===== config.mk =====
export PLATFORM = sky130hd
export DESIGN_NAME = vga_timing_gen
export DESIGN_NICKNAME = d
export VERILOG_FILES = /design/src/rtl/game_pkg.sv /design/src/rtl/vga_axis_counter.sv /design/src/rtl/vga_timing_gen.sv
export SDC_FILE = /design/constraint.sdc
export NUM_CORES = 1
export LEC_CHECK = 0
export CAP_MARGIN = 10
export CORE_ASPECT_RATIO = 0.6
export CORE_MARGIN = 2
export CORE_UTILIZATION = 28
export DETAILED_ROUTE_END_ITERATION = 6
export GPL_TIMING_DRIVEN = 0
export MAX_ROUTING_LAYER = met4
export SKIP_CTS_REPAIR_TIMING = 1
export SYNTH_ARGS = -nofsm -noshare
export SYNTH_HDL_FRONTEND = slang
export SYNTH_SLANG_ARGS = --single-unit

===== constraint.sdc =====
create_clock -name clk -period 2.4 [get_ports clk]
set_input_delay 0.48 -clock clk [delete_from_list [all_inputs] [get_ports clk]]
set_output_delay 0.48 -clock clk [all_outputs]
set_load 0.03 [all_outputs]

===== src/rtl/game_pkg.sv =====
// game_pkg
//   Shared constants for the game video pipeline. Holds the default
//   1024x768@60 raster timing. vga_timing_gen uses these values as its
//   parameter defaults, so a plain instantiation yields the standard mode.
//   There are no ports; importers use the localparams below.
package game_pkg;

  // Horizontal timing, in pixel clocks
  localparam int H_ACTIVE     = 1024;
  localparam int H_SYNC_START = 1048;
  localparam int H_SYNC_END   = 1184;
  localparam int H_TOTAL      = 1344;

  // Vertical timing, in lines
  localparam int V_ACTIVE     = 768;
  localparam int V_SYNC_START = 771;
  localparam int V_SYNC_END   = 777;
  localparam int V_TOTAL      = 806;

  // 1 = syncs active-high, 0 = active-low
  localparam bit SYNC_POL     = 1'b1;

endpackage


===== src/rtl/vga_axis_counter.sv =====
// vga_axis_counter
//   One raster axis: a wrapping counter with registered sync and blanking
//   decode. Instantiated once for the horizontal axis and once for the
//   vertical axis.
//   Ports:
//     clk, rst_n : clock and asynchronous active-low reset
//     en         : advance the counter on this clock edge
//     count      : current position, 0 .. TOTAL-1
//     sync       : SYNC_POL while SYNC_START <= count < SYNC_END, else ~SYNC_POL
//     blnk       : high while count >= ACTIVE
//     wrap       : combinational, high when en is set and count is at TOTAL-1
//                  (so the next edge returns the counter to 0)
module vga_axis_counter
  import game_pkg::*;
#(
  parameter int  TOTAL      = H_TOTAL,
  parameter int  ACTIVE     = H_ACTIVE,
  parameter int  SYNC_START = H_SYNC_START,
  parameter int  SYNC_END   = H_SYNC_END,
  parameter bit  SYNC_POL   = 1'b1,
  localparam int W          = $clog2(TOTAL)
) (
  input  logic         clk,
  input  logic         rst_n,
  input  logic         en,
  output logic [W-1:0] count,
  output logic         sync,
  output logic         blnk,
  output logic         wrap
);

  // Reject timings where the sync pulse does not sit inside the blanking
  // interval. Catching this at elaboration is cheaper than in the lab.
  if (!(ACTIVE < SYNC_START && SYNC_START < SYNC_END && SYNC_END <= TOTAL)) begin : g_bad_timing
    $error("vga_axis_counter: need ACTIVE < SYNC_START < SYNC_END <= TOTAL");
  end

  // SYNC_END may equal TOTAL, which need not fit in W bits, so every
  // comparison is done one bit wider.
  localparam logic [W:0] LAST_X  = (W+1)'(TOTAL - 1);
  localparam logic [W:0] ACT_X   = (W+1)'(ACTIVE);
  localparam logic [W:0] SSTRT_X = (W+1)'(SYNC_START);
  localparam logic [W:0] SEND_X  = (W+1)'(SYNC_END);

  logic [W-1:0] count_q, count_d;
  logic         sync_q, sync_d;
  logic         blnk_q, blnk_d;
  logic [W:0]   count_ext;

  // The decode looks at the next count, not the current one. Registering it
  // alongside the counter keeps sync and blank aligned with count.
  always_comb begin
    wrap      = en && ({1'b0, count_q} == LAST_X);
    count_d   = count_q;
    if (en) begin
      count_d = wrap ? '0 : count_q + 1'b1;
    end
    count_ext = {1'b0, count_d};
    blnk_d    = (count_ext >= ACT_X);
    sync_d    = (count_ext >= SSTRT_X && count_ext < SEND_X) ? SYNC_POL : ~SYNC_POL;
  end

  always_ff @(posedge clk or negedge rst_n) begin
    if (!rst_n) begin
      count_q <= '0;
      sync_q  <= ~SYNC_POL;
      blnk_q  <= 1'b0;
    end else begin
      count_q <= count_d;
      sync_q  <= sync_d;
      blnk_q  <= blnk_d;
    end
  end

  assign count = count_q;
  assign sync  = sync_q;
  assign blnk  = blnk_q;

endmodule


===== src/rtl/vga_timing_gen.sv =====
// vga_timing_gen
//   Parametrised raster timing generator at the head of the video pipeline.
//   Produces pixel and line counters, syncs, blanking and line/frame strobes
//   for any VGA mode. Counting is gated by pix_en, so a fast system clock can
//   drive a slower pixel rate.
//   Ports:
//     clk, rst_n  : clock and asynchronous active-low reset
//     pix_en      : pixel enable; counters advance only while high
//     hcount      : current pixel column
//     vcount      : current line
//     hsync/vsync : syncs, active level set by SYNC_POL
//     hblnk/vblnk : high outside the visible area on each axis
//     line_start  : one-clk pulse when hcount returns to 0
//     frame_start : one-clk pulse when (hcount, vcount) returns to (0, 0)
//   Optional (macro VGA_TIMING_LINE_MATCH_EN):
//     line_cmp    : line number to watch for
//     line_match  : one-clk pulse with line_start when the new vcount == line_cmp
module vga_timing_gen
  import game_pkg::*;
#(
  parameter int  H_ACTIVE     = game_pkg::H_ACTIVE,
  parameter int  H_SYNC_START = game_pkg::H_SYNC_START,
  parameter int  H_SYNC_END   = game_pkg::H_SYNC_END,
  parameter int  H_TOTAL      = game_pkg::H_TOTAL,
  parameter int  V_ACTIVE     = game_pkg::V_ACTIVE,
  parameter int  V_SYNC_START = game_pkg::V_SYNC_START,
  parameter int  V_SYNC_END   = game_pkg::V_SYNC_END,
  parameter int  V_TOTAL      = game_pkg::V_TOTAL,
  parameter bit  SYNC_POL     = game_pkg::SYNC_POL,
  localparam int HW           = $clog2(H_TOTAL),
  localparam int VW           = $clog2(V_TOTAL)
) (
  input  logic          clk,
  input  logic          rst_n,
  input  logic          pix_en,
  output logic [HW-1:0] hcount,
  output logic [VW-1:0] vcount,
  output logic          hsync,
  output logic          vsync,
  output logic          hblnk,
  output logic          vblnk,
  output logic          line_start,
  output logic          frame_start
`ifdef VGA_TIMING_LINE_MATCH_EN
  ,
  input  logic [VW-1:0] line_cmp,
  output logic          line_match
`endif
);

  logic h_wrap;
  logic v_wrap;
  logic v_en;
  logic line_start_q, line_start_d;
  logic frame_start_q, frame_start_d;

  vga_axis_counter #(
    .TOTAL      (H_TOTAL),
    .ACTIVE     (H_ACTIVE),
    .SYNC_START (H_SYNC_START),
    .SYNC_END   (H_SYNC_END),
    .SYNC_POL   (SYNC_POL)
  ) u_h_axis (
    .clk   (clk),
    .rst_n (rst_n),
    .en    (pix_en),
    .count (hcount),
    .sync  (hsync),
    .blnk  (hblnk),
    .wrap  (h_wrap)
  );

  // The line counter steps only on the pixel edge that wraps the column.
  assign v_en = pix_en & h_wrap;

  vga_axis_counter #(
    .TOTAL      (V_TOTAL),
    .ACTIVE     (V_ACTIVE),
    .SYNC_START (V_SYNC_START),
    .SYNC_END   (V_SYNC_END),
    .SYNC_POL   (SYNC_POL)
  ) u_v_axis (
    .clk   (clk),
    .rst_n (rst_n),
    .en    (v_en),
    .count (vcount),
    .sync  (vsync),
    .blnk  (vblnk),
    .wrap  (v_wrap)
  );

  // Strobes are registered from the wrap conditions, so they are high in the
  // cycle where the new position is presented. h_wrap already includes
  // pix_en, which keeps both strobes low on disabled cycles and on reset
  // release.
  always_comb begin
    line_start_d  = h_wrap;
    frame_start_d = h_wrap & v_wrap;
  end

  always_ff @(posedge clk or negedge rst_n) begin
    if (!rst_n) begin
      line_start_q  <= 1'b0;
      frame_start_q <= 1'b0;
    end else begin
      line_start_q  <= line_start_d;
      frame_start_q <= frame_start_d;
    end
  end

  assign line_start  = line_start_q;
  assign frame_start = frame_start_q;

`ifdef VGA_TIMING_LINE_MATCH_EN
  logic [VW-1:0] v_next;
  logic          line_match_q, line_match_d;

  // Compare against the line about to be entered, so the match pulse lines
  // up with line_start.
  always_comb begin
    v_next       = v_wrap ? '0 : vcount + 1'b1;
    line_match_d = h_wrap && (v_next == line_cmp);
  end

  always_ff @(posedge clk or negedge rst_n) begin
    if (!rst_n) begin
      line_match_q <= 1'b0;
    end else begin
      line_match_q <= line_match_d;
    end
  end

  assign line_match = line_match_q;
`endif

endmodule


Word-level counts from Yosys, hierarchy flattened
Cells that the tools add are included.

storage, ports and cells
  register bits = 27
  output and inout port bits = 27
  logic and storage cells = 30

operators by class
  add/sub/neg operators = 2
  reductions and logical operators = 4
  mux-type cells = 6
  bitwise logic cells = 2
  magnitude comparators = 6
  equality and inequality tests = 2

operators by type and width
  operator                 count
  $ge A11 B11 Y1 const B   2
  $mux W11                 2
  $ge A10 B10 Y1 const B   2
  $mux W10                 2
  $add A11 B1 Y11 const B  1
  $eq A11 B11 Y1 const B   1
  $lt A11 B11 Y1 const B   1
  $add A10 B1 Y10 const B  1
  $eq A10 B10 Y1 const B   1
  $lt A10 B10 Y1 const B   1
  $logic_and A1 B1 Y1      4
  $and A1 B1 Y1            2
  $mux W1                  2

Logic depth before layout (Yosys ltp)
Gate-level depths: netlist of the first run.

  depth after elaboration = 9
  gate-level depth with buffers = 10

Cells and area by module
Synthesis of the first run repeated with hierarchy kept, for this count alone.

unflattened totals
  cell total of the unflattened synthesis = 178
  area, all modules = 1655.3 µm²

modules (own cells, without submodules)
  module                        instances  cells an instance  sequential area each (µm²)  area each (µm²)
  vga_axis_counter at u_v_axis  1          89                 300.3                       813.3
  vga_axis_counter at u_h_axis  1          85                 300.3                       779.5
  vga_timing_gen                1          4                  50.0                        62.6

Worst setup path after synthesis of the first run
OpenSTA, ideal clock, no wires.

  kind = reg-to-reg
  from = register u_h_axis.count_q[0], in the netlist u_h_axis.count[0]
  to = register u_v_axis.sync_q, in the netlist u_v_axis.sync
  required time = 2.289 ns
  cell stages (with the launch flop) = 10
  slack = 0.209 ns
  data arrival time = 2.080 ns
  clock period less this slack = 2.191 ns
  buffers on the path = 2
  cells stage by stage = dfrtp_1 > ha_1 > and3_1 > buf_2 > nand4_4 > inv_2 > buf_2 > nand3_1 > o311a_1 > a2111oi_2

on the way
  longest elaborated chain between the ends = 9
  elaborated cells between the ends (all ways) = 10
  those cells by class = 2 x order compare; 1 x eq/ne; 3 x mux; 1 x bitwise; 3 x reduce/logical

ends and longest elaborated chain
  element                                                  RTL line                source
  start: declaration                                       vga_axis_counter.sv:45  logic [W-1:0] count_q, count_d;
  start signal: assignment                                 vga_axis_counter.sv:69  count_q <= count_d;
  $eq A11 B11 Y1 *                                         vga_axis_counter.sv:53  wrap = en && ({1'b0, count_q} == LAST_X);
  $logic_and A1 B1 Y1 *                                    vga_axis_counter.sv:53
  $and A1 B1 Y1 *                                          vga_timing_gen.sv:74    assign v_en = pix_en & h_wrap;
  $logic_and A1 B1 Y1                                      vga_axis_counter.sv:53
  $mux W10                                                 vga_axis_counter.sv:56  count_d = wrap ? '0 : count_q + 1'b1;
  $mux W10 *                                               vga_axis_counter.sv:55  if (en) begin
  $ge A10 B10 Y1 / $lt A10 B10 Y1 (equally long branches)  vga_axis_counter.sv:60  sync_d = (count_ext >= SSTRT_X && count_ext < SEND_X) ? SYNC_POL : ~SYNC_POL;
  $logic_and A1 B1 Y1 *                                    vga_axis_counter.sv:60
  $mux W1 *                                                vga_axis_counter.sv:60
  named net u_v_axis.sync_d                                vga_axis_counter.sv:46  logic sync_q, sync_d;
  end signal: assignment                                   vga_axis_counter.sv:66  sync_q <= ~SYNC_POL;
  end signal: assignment                                   vga_axis_counter.sv:70  sync_q <= sync_d;
  end: declaration                                         vga_axis_counter.sv:46

Mark *: on every way through the listed nets, which the timed path passes. The rest lies on a longest branch.

Final worst setup path of the first run
  from = register u_h_axis.count_q[1], in the netlist u_h_axis.count[1]
  to = register u_v_axis.sync_q, in the netlist u_v_axis.sync

Same word-level chain as after synthesis.

==> flow_metrics.tcl, run 1 <==
set metrics [dict create \
    slowest_delay_ns 0.41 \
    synth_edf_count 0 \
    fp-row-count 20 \
    skew_ns 0.00471 \
    antenna_found_initial 0 \
    power.density_nw_per_um2 620 \
    drive_above_1_share 0.102 \
    ys_ff_latch 27 \
    synthToLayoutAreaGrowth_pct 29.5 \
    wl_um 3810 \
    endpoint "u_v_axis.sync$_DFF_PN0_" \
    rsz0062_at_grt "false" \
    fin_area_sq_um 1990 \
    hold_path.class "flop to flop" \
    grt_pass1_vias 1210 \
    remaining_drc_errors 0 \
    r2r_slack_ns 0.20 \
    synth_top_area_frac 0.440 \
    status "finished, final reports clean" \
    clk_pin_slew_ns 0.09 \
    num_antenna_cells 0 \
    reg2reg_to "u_v_axis.sync$_DFF_PN0_" \
    worst_slew_pin_slew_ns 0.530 \
    grt_use_total 0.141 \
    htree_levels 1 \
    dp_hpwl_um 2780 \
    grt_pass1_wl_um 6510 \
    grt_max_degree 19 \
    yosysWarnings 0 \
    leakage_nw 0.883 \
    fin_tns_setup_ns 0 \
    die_y_um 61.3 \
    viasPerCell 5.24 \
    drtIter0Drc 78 \
    clock_path_buffers 2 \
    slew_headroom 0.645 \
    clockRootBuffer "clkbuf_8" \
    cp_cell_sequence "ha_1 -> and3_1 -> buf_2 -> nand4_4 -> inv_2 -> nand3_1 -> o311a_1 -> a2111oi_2" \
    detail_route.wl_per_cell_um 15.1 \
    placed_area_sq_um 1930 \
    drt-pass1-iter-count 4 \
    grt-ovfl-total 0 \
    vdd_drop_max_mv 0.502 \
    timing.rr.start "u_h_axis.count[1]$_DFF_PN0_" \
    synth_cells 153 \
    crit_slowest_cell "dfrtp_1" \
    max_freq_ghz 0.454 \
    hold_viol 0 \
    numCtsBuffers 3 \
    fill_cells 515 \
    die-area_sq_um 6110 \
    critPathMaxFanout 11 \
    ys.flop_type "dfrtp_1" \
    die_width_um 99.6 \
    cpLargestDelayFamily "compound AO/OA/AOI/OAI gates" \
    synthDistinctLibCells 50 \
    drtAntennaViolNets 0 \
    critPathLaunch "u_h_axis.count[1]$_DFF_PN0_" \
    nets 194 \
    cts_sinks 27 \
    path_buf_inv 2 \
    setup_viol 0 \
    cp.depth 8 \
    min_period_ns 2.20 \
    cts_tree "built" \
    syn_nets 159 \
    cp.arrival_ns 2.37 \
    place.gp.congestion 0.822 \
    core-area_sq_um 5180 \
    syn_avg_cell_area_sq_um 10.0 \
    hold_ws_ns 0.538 \
    clk_latency_ns 0.27 \
    cp.required_ns 2.57 \
    yosysTopAreaCell "dfrtp_1" \
    synthArstFlopShare 1.00 \
    drv_cap 0 \
    start_kind "flop" \
    ys_top_cells_by_area "dfrtp_1, xnor2_1, nand4_1, ha_1, nor2_1" \
    io_pins 30 \
    vias 1326 \
    io_buffers 29 \
    start_util 0.296 \
    final_max_slew_viol_count 0 \
    critPathCaptureType "flop" \
    rr_worst_depth 8 \
    min_period_over_period 0.919 \
    ys_seq_area_frac 0.440 \
    worstSetupPathType "flop to flop" \
    total_power_mw 1.23 \
    syn_area_sq_um 1530 \
]
==> logic make-up (layout without fill, tap and decap cells) <==
group / Yosys count / after routing / synth area share
mux: 2 / 2 / 0.0139
xor+xnor: 12 / 12 / 0.0685
fa+ha+maj: 3 / 3 / 0.0245
compound gates: 33 / 33 / 0.166
simple gates: 62 / 62 / 0.248
flops: 27 / 27 / 0.440
buf+inv: 14 / 48 / 0.0383
==> routing by layer <==
metal / track usage / vias up / part of all wire
li1: - / 642 / -
met5: - / - / 0
met2: 0.182 / 45 / 0.38
met4: 0.0176 / 0 / 0.0026
met3: 0.0352 / 2 / 0.059
met1: 0.220 / 637 / 0.56
==> placed cells by master, fill, tap and decap left out, drive strengths merged, types with 4 or more instances in the layout <==
cell / n
clkdlybuf4s50: 28
dfrtp: 27
xnor2: 9
nor2: 9
nand4: 9
nand2: 8
inv: 8
nand3: 6
nor3: 6
o21ai: 6
buf: 6
and3: 5
clkbuf: 5
and2: 4
a21o: 4
==> registers in the layout, indices dropped and copies added (netlist names) <==
signal,count
frame_start,1
u_v_axis.count,10
line_start,1
u_h_axis.count,11
u_h_axis.blnk,1
u_h_axis.sync,1
u_v_axis.sync,1
u_v_axis.blnk,1
==> report_power, final <==
group	internal [mW]	leakage [nW]	total, mW	switching (mW)
logic	0.176	0.519	0.393	0.216
registers	0.506	0.341	0.578	0.0720
clock network	0.119	0.0228	0.262	0.143
==> synthesized netlist by cell type, types with 2 or more instances <==
library cell / instances
a21oi_1: 3
nand2_1: 8
nand4_1: 8
a31oi_1: 3
nor2_1: 9
xnor2_1: 9
nand3_1: 6
o21ai_1: 2
o21ai_0: 4
xor2_1: 3
dfrtp_1: 27
and2_1: 4
and3_1: 5
nand2b_1: 2
or3_1: 3
nor3_1: 5
ha_1: 3
inv_1: 7
o22ai_1: 2
buf_2: 5
a21o_1: 4
a311oi_1: 3
==> through the flow <==
step                setup slack [ns]  utilization  instances
floorplan                      0.209            -        153
global placement              -0.402        0.368        248
detailed placement            -0.414        0.373        249
CTS                           -0.136        0.382        253
global route                  0.0235        0.384        253
finish                         0.195        0.384        253
==> worst register-to-register path, delay by kind of cell (launching register included) <==
kind	cells	cell delay, ns
AOI/OAI and AO/OA	2	0.60
DFF	1	0.41
adders and majority gates	1	0.20
and+or+nand+nor	3	0.49
buffers and inverters	2	0.39
==> worst min-delay path by stage <==
| stage | from | end | slack, ns | depth (start not counted) |
|---|---|---|---|---|
| finish | u_h_axis.count[2]$_DFF_PN0_ | u_h_axis.count[2]$_DFF_PN0_ | 0.54 | 1 |
| global route | rst_n | line_start$_DFF_PN0_ | 0.58 | 1 |
| CTS | u_h_axis.count[2]$_DFF_PN0_ | u_h_axis.count[2]$_DFF_PN0_ | 0.54 | 1 |
| detailed placement | u_h_axis.count[2]$_DFF_PN0_ | u_h_axis.count[2]$_DFF_PN0_ | 0.53 | 1 |
| global placement | u_h_axis.count[2]$_DFF_PN0_ | u_h_axis.count[2]$_DFF_PN0_ | 0.53 | 1 |
| floorplan | rst_n | frame_start$_DFF_PN0_ | 0.18 | 0 |
==> area by class of cell <==
| cell class | instances | area (sq um) | share of cell area |
|---|---|---|---|
| Tap cell | 66 | 82.6 | 0.0416 |
| Timing Repair Buffer | 31 | 328 | 0.165 |
| Inverter | 8 | 30.0 | 0.0151 |
| Buffer | 5 | 26.3 | 0.0132 |
| Sequential cell | 27 | 676 | 0.340 |
| Multi-Input combinational cell | 112 | 800 | 0.402 |
| Clock buffer | 4 | 45.0 | 0.0227 |
No activity file was read; power rests on OpenSTA's default activity.
==> run 2, diff against run 1 <==
--- a/config.mk
+++ b/config.mk
@@ -5,6 +5,7 @@
 export SDC_FILE = /design/constraint.sdc
 export NUM_CORES = 1
 export LEC_CHECK = 0
+export ABC_AREA = 1
 export CAP_MARGIN = 10
 export CORE_ASPECT_RATIO = 0.6
 export CORE_MARGIN = 2
==> constraint.sdc (replaced) <==
create_clock -name clk -period 2.4 [get_ports clk]
set_input_delay 0.24 -clock clk [delete_from_list [all_inputs] [get_ports clk]]
set_output_delay 0.24 -clock clk [all_outputs]
set_load 0.03 [all_outputs]
==> run 2 against run 1 <==
Register-to-register slack improved by 0.35 ns. Power up 7.9%. Synthesized cell count rose by 50%. Clock skew is 0.0016 ns lower. Clock power hardly changed. Sequential share of layout area shrank 1.7 points. Critical endpoint unchanged. Largest cell class unchanged.
==> flow_metrics.tcl, run 2 <==
set metrics [dict create \
    slew_headroom 0.563 \
    grt_pass1_vias 1362 \
    syn_avg_cell_area_sq_um 7.22 \
    synth_cells 229 \
    critPathCaptureType "flop" \
    drv_cap 0 \
    syn_area_sq_um 1650 \
    yosys.cell_count.top_type "nand2_1" \
    setup_viol 0 \
    fin_tns_setup_ns 0 \
    combPwrFrac 0.352 \
    start_util 0.294 \
    final_cell_mix "nand2_1, inv_1, clkdlybuf4s50_1, dfrtp_1, nor2_1" \
    hold_viol 0 \
    ys_seq_area_frac 0.409 \
    antenna_found_initial 0 \
    placed_area_sq_um 2050 \
    nets 269 \
    crit_top_cell "nand2_1" \
    synthArstFlopShare 1.00 \
    setup_ws_ns 0.540 \
    clockRootBuffer "clkbuf_8" \
    worst_slew_pin_slew_ns 0.653 \
    min_path_cells 2 \
    r2r_slack_ns 0.54 \
    start_kind "flop" \
    grt_max_degree 16 \
    min_period_ns 1.86 \
    slowest_delay_ns 0.54 \
    syn_nets 235 \
    vdd_drop_max_mv 0.364 \
    fp-row-count 21 \
    clk_pin_slew_ns 0.09 \
    power.density_nw_per_um2 635 \
    power.share.clock 0.198 \
    seq_area_sq_um 676 \
    fin_area_sq_um 2090 \
    ys_top_cells_by_area "dfrtp_1, nand2_1, inv_1, nand3_1, nor2_1" \
    dp.cells 338 \
    hp-start "pix_en" \
    hold-path-endpoint "u_h_axis.count[0]$_DFF_PN0_" \
    rsz0062_at_grt "false" \
    num_antenna_cells 0 \
    cts_sinks 27 \
    critPathMaxFanout 8 \
    grt_use_total 0.135 \
    synthToLayoutAreaGrowth_pct 26.7 \
    grt-ovfl-total 0 \
    synth_edf_count 0 \
    intPower_uw 799 \
    layout_commonest_cell "nand2_1" \
    max_freq_ghz 0.538 \
    htree_levels 1 \
    remaining_drc_errors 0 \
    die-area_sq_um 6550 \
    reg2reg_to "u_v_axis.sync$_DFF_PN0_" \
    leakage_nw 1.02 \
    fin_cells 342 \
    io_buffers 28 \
    dp_hpwl_um 3220 \
    cp.arrival_ns 2.07 \
    synth_common_cells "nand2_1, inv_1, dfrtp_1" \
    rr_worst_depth 12 \
    hold_path.class "primary input to flop" \
    yosysTopAreaCell "dfrtp_1" \
    synth_top_area_frac 0.409 \
    seq_power_share 0.450 \
    status "finished, final reports clean" \
    yosysWarnings 0 \
    ys.flop_type "dfrtp_1" \
    hold_ws_ns 0.239 \
    final_max_slew_viol_count 0 \
    grt_pass1_wl_um 6640 \
    sw_frac_of_total 0.399 \
    drtIter0Drc 74 \
    numCtsBuffers 3 \
    detail_route.wl_per_cell_um 11.6 \
    cp_cell_sequence "ha_1 -> inv_1 -> nor2_1 -> nand2_1 -> nand2_1 -> nand3b_1 -> nand2_1 -> inv_1 -> nand2_1 -> a21oi_1 -> nand2_1 -> nor2_1" \
    drtAntennaViolNets 0 \
    synthDistinctLibCells 25 \
    crit_slowest_cell "dfrtp_1" \
    core-area_sq_um 5620 \
    fill_cells 600 \
    largest_register_ffs 11 \
    viasPerCell 4.48 \
    wl_um 3970 \
    min_period_over_period 0.775 \
    worstSetupPathType "flop to flop" \
    clock_path_buffers 2 \
    ys_ff_latch 27 \
    skew_ns 0.00311 \
    io_pins 30 \
    p_sw_uw 530 \
    clk_latency_ns 0.27 \
    place.gp.congestion 0.891 \
    timing.rr.start "u_v_axis.count[1]$_DFF_PN0_" \
    multiInputGateArea_sq_um 805 \
    vias 1533 \
    drive_above_1_share 0.103 \
    cts_tree "built" \
    die_y_um 63.5 \
    drt-pass1-iter-count 4 \
    die_width_um 103 \
    cp.required_ns 2.61 \
    place_ws_ns 0.570 \
]
## run 2: changes by cell type in the layout (fill, tap and decap cells not counted), moves of 4 or more
cell and delta:
xnor2_1 -9, nand2_1 +54, a21o_1 -4, nor2_2 +7, inv_1 +34, nor2_1 +13
and3_1 -5, and2_1 -4, nand3_1 +14
## run 2: power groups by stage
stage / clock network (mW) / registers (mW) / logic [mW]
finish: 0.263 / 0.598 / 0.468
global route: 0.300 / 0.612 / 0.514
CTS: 0.279 / 0.597 / 0.469
detailed placement: 0 / 0.606 / 0.466
global placement: 0 / 0.608 / 0.461
floorplan: 0 / 0.695 / 0.194
## run 2: cells by family after synthesis
kind of cell,share of synthesized area
DFF,0.409
and+or+nand+nor,0.406
adders and majority gates,0.0227
buffers and inverters,0.104
AOI/OAI and AO/OA,0.0371
xor gates and xnor gates,0.0212
## run 2: final cells by class
type | count | share of cell area
Tap cell | 80 | 0.0478
Multi-Input combinational cell | 157 | 0.384
Clock inverter | 1 | 0.00239
Timing Repair Buffer | 29 | 0.141
Buffer | 1 | 0.00358
Clock buffer | 3 | 0.0197
Sequential cell | 27 | 0.323
Inverter | 44 | 0.0789
## run 2: worst max path at each step
stage / depth (start not counted) / endpoint / startpoint / slack, ns
5_1_grt: 10 / u_h_axis.sync$_DFF_PN0_ / u_h_axis.count[0]$_DFF_PN0_ / 0.35
4_1_cts: 12 / u_v_axis.sync$_DFF_PN0_ / u_v_axis.count[1]$_DFF_PN0_ / 0.55
6_report: 12 / u_v_axis.sync$_DFF_PN0_ / u_v_axis.count[1]$_DFF_PN0_ / 0.54
3_3_place_gp: 12 / u_v_axis.sync$_DFF_PN0_ / u_v_axis.count[1]$_DFF_PN0_ / 0.61
2_1_floorplan: 10 / u_h_axis.sync$_DFF_PN0_ / u_h_axis.count[1]$_DFF_PN0_ / 0.64
3_5_place_dp: 12 / u_v_axis.sync$_DFF_PN0_ / u_v_axis.count[1]$_DFF_PN0_ / 0.57
## run 2: metal layers
metal / up-vias / part of all wire / global-route usage
met5: - / 0 / -
met4: 0 / 0.0088 / 0.0296
met3: 2 / 0.056 / 0.0277
met2: 41 / 0.38 / 0.172
met1: 705 / 0.56 / 0.213
li1: 785 / - / -
## run 2: stage by stage
stage	utilization	total power, mW
6_report	0.372	1.33
5_1_grt	0.372	1.43
4_1_cts	0.372	1.35
3_5_place_dp	0.364	1.07
3_3_place_gp	0.362	1.07
2_1_floorplan	-	0.890
## run 2: critical path: cells and delay by family (launching register included)
kind            cells  cell delay [ns]
simple gates        8             0.70
flops               1             0.54
fa+ha+maj           1             0.29
buf+inv             2             0.16
compound gates      1             0.10
==> run 3, diff against run 2 <==
==> constraint.sdc (replaced) <==
create_clock -name clk -period 1.5 [get_ports clk]
set_input_delay 0.15 -clock clk [delete_from_list [all_inputs] [get_ports clk]]
set_output_delay 0.15 -clock clk [all_outputs]
set_load 0.03 [all_outputs]
==> run 3 against run 2 <==
The flow now finishes with violations (setup timing). Clock power is 74% higher. Fmax increased by 5.6%. Utilization grew 7.7 points. First-iteration DRC count increased by 95%. Non-clock buffer count up 23. Worst hold slack worse by 0.11 ns. Die area unchanged. Sequential power is 64% higher. Critical path depth stayed put. Final cell count grew 6.7%. Final area grew 21%. Highest routed layer unchanged.
==> flow_metrics.tcl, run 3 (synthesis gave the netlist of run 2 again) <==
set metrics [dict create \
    drive_above_1_share 0.344 \
    utilization 0.449 \
    die_y_um 63.5 \
    timing.rr.start "u_v_axis.count[1]$_DFF_PN0_" \
    fin_area_sq_um 2520 \
    endpoint "u_v_axis.sync$_DFF_PN0_" \
    grt_use_total 0.140 \
    dp_hpwl_um 3370 \
    crit_slowest_cell "dfrtp_2" \
    fill_cells 564 \
    final_max_slew_viol_count 0 \
    clk_latency_ns 0.29 \
    core-area_sq_um 5620 \
    power.density_nw_per_um2 994 \
    critPathMaxFanout 6 \
    rsz0062_at_grt "true" \
    drtAntennaViolNets 0 \
    worstSetupPathType "flop to flop" \
    clock_path_buffers 2 \
    wl_um 4510 \
    setup_viol 4 \
    viasPerCell 4.40 \
    drv_cap 0 \
    grt_pass1_vias 1413 \
    nets 292 \
    layout_commonest_cell "nand2_1" \
    vias 1607 \
    critPathCaptureType "flop" \
    detail_route.wl_per_cell_um 12.3 \
    cts_sinks 27 \
    min_period_over_period 1.17 \
    met1Wirelength_um 2350 \
    num_antenna_cells 0 \
    hold_viol 0 \
    start_util 0.294 \
    violations "setup timing" \
    wl_met2_um 1850 \
    cp.required_ns 1.73 \
    cp.arrival_ns 1.99 \
    antenna_found_initial 0 \
    clockRootBuffer "clkbuf_8" \
    remaining_drc_errors 0 \
    start_kind "flop" \
    total_power_mw 2.51 \
    hold_ws_ns 0.132 \
    slew_headroom 0.568 \
    reg2reg_to "u_v_axis.sync$_DFF_PN0_" \
    top_layer "met4" \
    fp-row-count 21 \
    grt-ovfl-total 0 \
    hp-start "pix_en" \
    final_cell_mix "nand2_1, inv_1, buf_4, dlymetal6s2s_1, nand3_1" \
    io_pins 30 \
    rr_worst_depth 12 \
    clk_pin_slew_ns 0.11 \
    vdd_drop_max_mv 0.667 \
    r2r_slack_ns -0.26 \
    hold_path.class "primary input to flop" \
    placed_area_sq_um 2110 \
    wl_met3_um 290 \
    status "complete, but fails checks" \
    skew_ns 0.0162 \
    slowest_delay_ns 0.48 \
    drtIter0Drc 144 \
    die-area_sq_um 6550 \
    io_buffers 28 \
    grt_max_degree 18 \
    crit_top_cell "nand2_1" \
    setup_ws_ns -0.261 \
    leakage_nw 1.35 \
    min_period_ns 1.76 \
    max_freq_ghz 0.568 \
    htree_levels 1 \
    cts_tree "built" \
    die_width_um 103 \
    drt-pass1-iter-count 4 \
    grt_pass1_wl_um 6840 \
    place.gp.congestion 0.880 \
    worst_slew_pin_slew_ns 0.647 \
    largest_register_ffs 11 \
    synthToLayoutAreaGrowth_pct 52.8 \
    critPathLaunch "u_v_axis.count[1]$_DFF_PN0_" \
    cp_cell_sequence "inv_2 -> ha_4 -> nand3_2 -> inv_1 -> nand4_1 -> nand2_1 -> nand2_1 -> nand2_2 -> nand2_2 -> a21oi_2 -> nand2_1 -> nor2_1" \
    numCtsBuffers 3 \
]
==> run 3: worst min path at each step <==
stage / cells after the start / slack (ns) / endpoint
floorplan: 0 / -0.15 / frame_start$_DFF_PN0_
global placement: 2 / 0.43 / u_h_axis.count[0]$_DFF_PN0_
detailed placement: 2 / 0.44 / u_h_axis.count[0]$_DFF_PN0_
CTS: 2 / 0.13 / u_h_axis.count[0]$_DFF_PN0_
global route: 2 / 0.16 / u_h_axis.count[0]$_DFF_PN0_
finish: 2 / 0.13 / u_h_axis.count[0]$_DFF_PN0_
==> run 3: cell type report <==
type	count	area, sq um	share of cell area
plain buffers	1	7.51	0.00297
clock buffers	3	41.3	0.0164
clock inverters	1	8.76	0.00347
inverters	44	165	0.0654
multi-input cells	157	987	0.391
flip-flops and latches	27	691	0.274
well taps	80	100	0.0396
repair buffers	52	524	0.208
==> run 3: metrics by stage <==
step	worst slack, ns	TNS (ns)	instances
3_5_place_dp	-0.262	-0.561	338
4_1_cts	-0.294	-2.64	342
3_3_place_gp	-0.271	-5.96	337
2_1_floorplan	-0.106	-0.208	229
6_report	-0.261	-0.553	365
5_1_grt	-0.410	-1.46	365
==> run 3: power breakdown <==
group	internal, mW	leakage [nW]	total, mW	switching [mW]
clock	0.196	0.0261	0.458	0.263
combinational	0.475	1.03	1.07	0.594
sequential	0.830	0.294	0.983	0.153
total	1.50	1.35	2.51	1.01
==> run 3: critical path: cells and delay by family, from the launching register on <==
kind	cells	cell delay [ns]
buf+inv	2	0.14
fa+ha+maj	1	0.12
flops	1	0.48
simple gates	8	0.81
compound gates	1	0.14
==> run 3: metal layers <==
layer | vias up | global-route usage
li1 | 830 | -
met1 | 736 | 0.221
met2 | 39 | 0.183
met3 | 2 | 0.0344
met4 | 0 | 0.0148
met5 | - | -
